File: src/rtl/mult_arbiter.sv
// mult_arbiter: round-robin arbiter sharing one multiplier between two requesters
module mult_arbiter #(
   parameter int TIMEOUT_CYC = 20
) (
   input  logic        clk,
   input  logic        reset_L,
   input  logic        req0,
   input  logic        req1,
   input  logic [7:0]  A0,
   input  logic [7:0]  B0,
   input  logic [7:0]  A1,
   input  logic [7:0]  B1,
   output logic        ack0,
   output logic        ack1,
   output logic [15:0] result,
   output logic        err,
   output logic        busy,
   output logic        mult_start,
   output logic [7:0]  mult_A,
   output logic [7:0]  mult_B,
   input  logic        mult_done,
   input  logic [15:0] mult_out
);
   typedef enum logic [1:0] {IDLE, START, WAIT, RESP} state_t;
   localparam logic [7:0] LIM = 8'(TIMEOUT_CYC - 1);
   state_t state;
   logic owner, last, grant;
   logic [7:0] cnt;
   // on a tie the requester not served last wins
   assign grant = (req0 && req1) ? ~last : req1;
   assign busy = state != IDLE;
   always_ff @(posedge clk) begin
      if (!reset_L) begin
         state <= IDLE;
         ack0 <= 1'b0;
         ack1 <= 1'b0;
         mult_start <= 1'b0;
         err <= 1'b0;
         result <= 16'h0000;
         mult_A <= 8'h00;
         mult_B <= 8'h00;
         cnt <= 8'h00;
         owner <= 1'b0;
         last <= 1'b1;
      end else begin
         ack0 <= 1'b0;
         ack1 <= 1'b0;
         mult_start <= 1'b0;
         case (state)
            IDLE: if (req0 || req1) begin
               owner <= grant;
               mult_A <= grant ? A1 : A0;
               mult_B <= grant ? B1 : B0;
               mult_start <= 1'b1;
               state <= START;
            end
            START: begin
               cnt <= 8'h00;
               state <= WAIT;
            end
            WAIT: if (mult_done) begin
               result <= mult_out;
               err <= 1'b0;
               ack0 <= ~owner;
               ack1 <= owner;
               state <= RESP;
            end else if (cnt == LIM) begin
               result <= 16'h0000;
               err <= 1'b1;
               ack0 <= ~owner;
               ack1 <= owner;
               state <= RESP;
            end else begin
               cnt <= cnt + 8'd1;
            end
            RESP: begin
               last <= owner;
               state <= IDLE;
            end
            default: state <= IDLE;
         endcase
      end
   end
endmodule

File: config.mk
export PLATFORM = sky130hd
export DESIGN_NAME = mult_arbiter
export DESIGN_NICKNAME = d
export VERILOG_FILES = /design/src/rtl/mult_arbiter.sv
export SDC_FILE = /design/constraint.sdc
export NUM_CORES = 1
export LEC_CHECK = 0
export ABC_CLOCK_PERIOD_IN_PS = 3390
export CAP_MARGIN = 40
export CORE_MARGIN = 2
export CORE_UTILIZATION = 45
export CTS_CLUSTER_DIAMETER = 120
export DETAILED_ROUTE_END_ITERATION = 12
export PLACE_DENSITY = 0.91
export REMOVE_ABC_BUFFERS = 1
export SLEW_MARGIN = 30
export SYNTH_ARGS = -nofsm -noshare
export SYNTH_HDL_FRONTEND = slang
export SYNTH_SLANG_ARGS = --single-unit
File: constraint.sdc
create_clock -name clk -period 3.39 [get_ports clk]
set_input_delay 0.5085 -clock clk [delete_from_list [all_inputs] [get_ports clk]]
set_output_delay 0.5085 -clock clk [all_outputs]
set_load 0.03 [all_outputs]
==> run summary <==
Status -> complete, no violations
# IOs -> 90
Total GRT Usage -> 21.02%
Post-CTS Setup Bufs -> 0
Initial antenna violation count -> 0
Reg area -> 960.9 um2
Worst-Margin Slew -> 0.7772 ns
Via count -> 1852
Leak pwr -> 0.001261 uW
Syn. warnings -> 0
Grt met3 use -> 5.972%
Post-CTS Hold Fix Bufs -> 0
RSZ-0062 raised after global routing -> no
Layout area overhead -> 48.32%
Hold path cells -> 1
Fin nets -> 346
CTS Root Cell -> clkbuf_8
Sequential power share -> 38.5%
Critical path class -> flip-flop to output port
Critical Path Max Stage Delay -> 0.69 ns
Num CTS Buffers -> 5
Initial Utilization -> 47.17%
Clock power share -> 19.0%
Register-to-register setup slack -> 1.20 ns
Worst path arrival time -> 1.87 ns
Final Setup Violations -> 0
Sequential share of the synthesized area -> 46.15%
Worst slew margin -> 47.89%
Fraction of layout cells with a size suffix above 1 -> 6.597%
Post-synth EDFFs -> 0
R2r startpoint -> state[0]
Register clock-pin slew on the reported worst setup and hold paths -> 0.09 ns
F_max -> 420.7 MHz
Site row count -> 24
Sw Share -> 37.61%
Min Clock Period, post-route -> 2.377 ns
NetSw -> 708.1 uW
Most used DFF post-synth -> dfxtp_1
Cell Pwr Density -> 609.7 nW/um2
Largest net degree at the start of global routing -> 33
Drt first pass iters -> 4
Filler cell count -> 325
DR DRC count -> 0
MaxCap Viol Count -> 0
DRT Wirelength -> 5.224 mm
CTS resizes -> 0
Unique masters post-synth -> 40
Crit-path max FO -> 4
DRT antenna net count -> 0
Peak VDD IR -> 391.2 uV
CP required -> 2.88 ns
Htree depth -> 2
Final setup TNS -> 0 ns
Grt peak-use layer -> met2
Synthesized flop and latch total -> 48
Port Buf Inserts -> 89
CP Capture Type -> output port
GR Overflow Total -> 0
Clock buffer depth -> 2
Asr flop ratio synth -> 0%
DRT iter0 DRCs -> 119
Final Cycle Share -> 70.12%
Die area -> 5187 um2
Most used cell, CP -> inv_1
CP endpoint -> busy
Synth area leaders -> dfxtp_1, mux2i_1, a22o_1, o211a_1, ha_1
Clock Skew -> 0.004210 ns
Hold Violations, Final -> 0
Final Max Tran Viols -> 0
Slowest cell on crit path -> clkdlybuf4s50_1
DR vias/cell -> 5.447
Post-synth top cells -> dfxtp_1, mux2i_1, nand2_1, a22o_1, nor2_1
CTS Sinks -> 48
Die X -> 72.02 um
Die Y -> 72.02 um
Core area -> 4414 um2
CP Cell Sequence -> inv_1 -> ha_1 -> inv_1 -> clkdlybuf4s50_1
Worst setup path startpoint -> state[0]
Diodes inserted -> 0
Met1 Use GR -> 24.06%
Hold Path Class -> flip-flop to flip-flop
CTS tree -> yes
Worst-Skew Late Latency -> 0.30 ns
Cells after Synth -> 202
Combinational group share of total power -> 42.5%
Worst r2r path cells -> 6
Synth Cell Area -> 2082 um2
Yosys top cell area share -> 46.15%
Most common cell in the netlist -> dfxtp_1
First-pass GRT wire length -> 8.590 mm
Routability congestion estimate -> 0.8686
Met2 Usage GRT -> 38.89%
Average routed wire per standard cell -> 15.36 um
Post-Syn Area per Cell -> 10.31 um2
Vias in the first global route -> 1876
Internal Pwr Total -> 1175 uW
Tot Pwr -> 1883 uW
DP Wirelength -> 3.840 mm
R2R Path End -> result[4]
Area leader, netlist -> dfxtp_1
Multi-input gate area -> 1032 um2
Crit start category -> flip-flop
-- logic make-up (layout without fill, tap and decap cells) --
logic type | count (synthesis) | count (layout) | share of synthesized area (%)
adder cells (fa/ha/maj) | 6 | 6 | 3.606
buffers and inverters | 19 | 105 | 4.567
AND/OR/NAND/NOR | 54 | 54 | 13.88
AO/OA/AOI/OAI | 55 | 55 | 22.18
multiplexers | 20 | 20 | 9.615
flip-flops | 48 | 48 | 46.15
-- layout by cell type, fill, tap and decap left out, types with 3 or more instances in the layout --
cell type         n
buf_4             3
inv_1             4
nor3_1            3
clkbuf_8          6
o21ai_0           4
a22o_1           16
nand2_1          20
clkdlybuf4s50_1  89
dfxtp_1          48
a21oi_1           4
and2_1            3
o211a_1          11
ha_1              6
nor2_1           11
and3_1            3
mux2i_1          20
a211oi_1          8
-- how the worst min path moves through the flow --
stage / start / to / slack [ns]
floorplan: owner / ack0 / 0.43
global placement: result[15] / result[15] / 0.46
detailed placement: result[13] / result[13] / 0.46
CTS: result[7] / result[7] / 0.49
global route: result[15] / result[15] / 0.51
finish: result[7] / result[7] / 0.49
-- layer usage --
| layer | up-vias | routed length, um |
|---|---|---|
| met2 | 62 | 2713 |
| met5 | - | 0 |
| li1 | 911 | - |
| met3 | 6 | 332 |
| met1 | 873 | 2135 |
| met4 | 0 | 43 |
-- power by group through the flow --
stage	sequential [uW]	clock (uW)	combinational, uW
global route	736	384	860
detailed placement	735	0	800
floorplan	892	0	305
finish	725	358	800
CTS	725	361	804
global placement	732	0	772
-- final cells by class --
type | count | share of cell area (%)
Timing Repair Buffer | 92 | 29.58
Inverter | 5 | 0.6078
Clock buffer | 6 | 2.674
Tap cell | 52 | 2.107
Sequential cell | 48 | 31.12
Multi-Input combinational cell | 135 | 33.43
Clock inverter | 2 | 0.4862
-- state kept, by name, summed over array words and instances, names as in the netlist --
name and cells:
result 16, cnt 8, owner 1, last 1, err 1, mult_A 8, mult_B 8, mult_start 1
state 2, ack0 1, ack1 1
-- through the flow --
step                      hold WS, ns  std cells  worst slack (ns)  util [%]  cell area, um2
final                          0.4885        340             1.013     69.95            3088
after global routing           0.5146        340            0.9262     69.95            3088
after CTS                      0.4879        340             1.002     69.95            3088
after detailed placement       0.4625        332            0.9624     67.74            2990
after global placement         0.4610        332             1.072     67.74            2990
after floorplan                0.4285        188             1.073         -            2006
-- worst max-delay path: cells and delay by family, from the launching register on --
kind                     cells  cell delay [ns]
adder cells (fa/ha/maj)      1             0.24
buffers and inverters        3             0.93
flip-flops                   1             0.39
(Power assumes the default switching activity.)
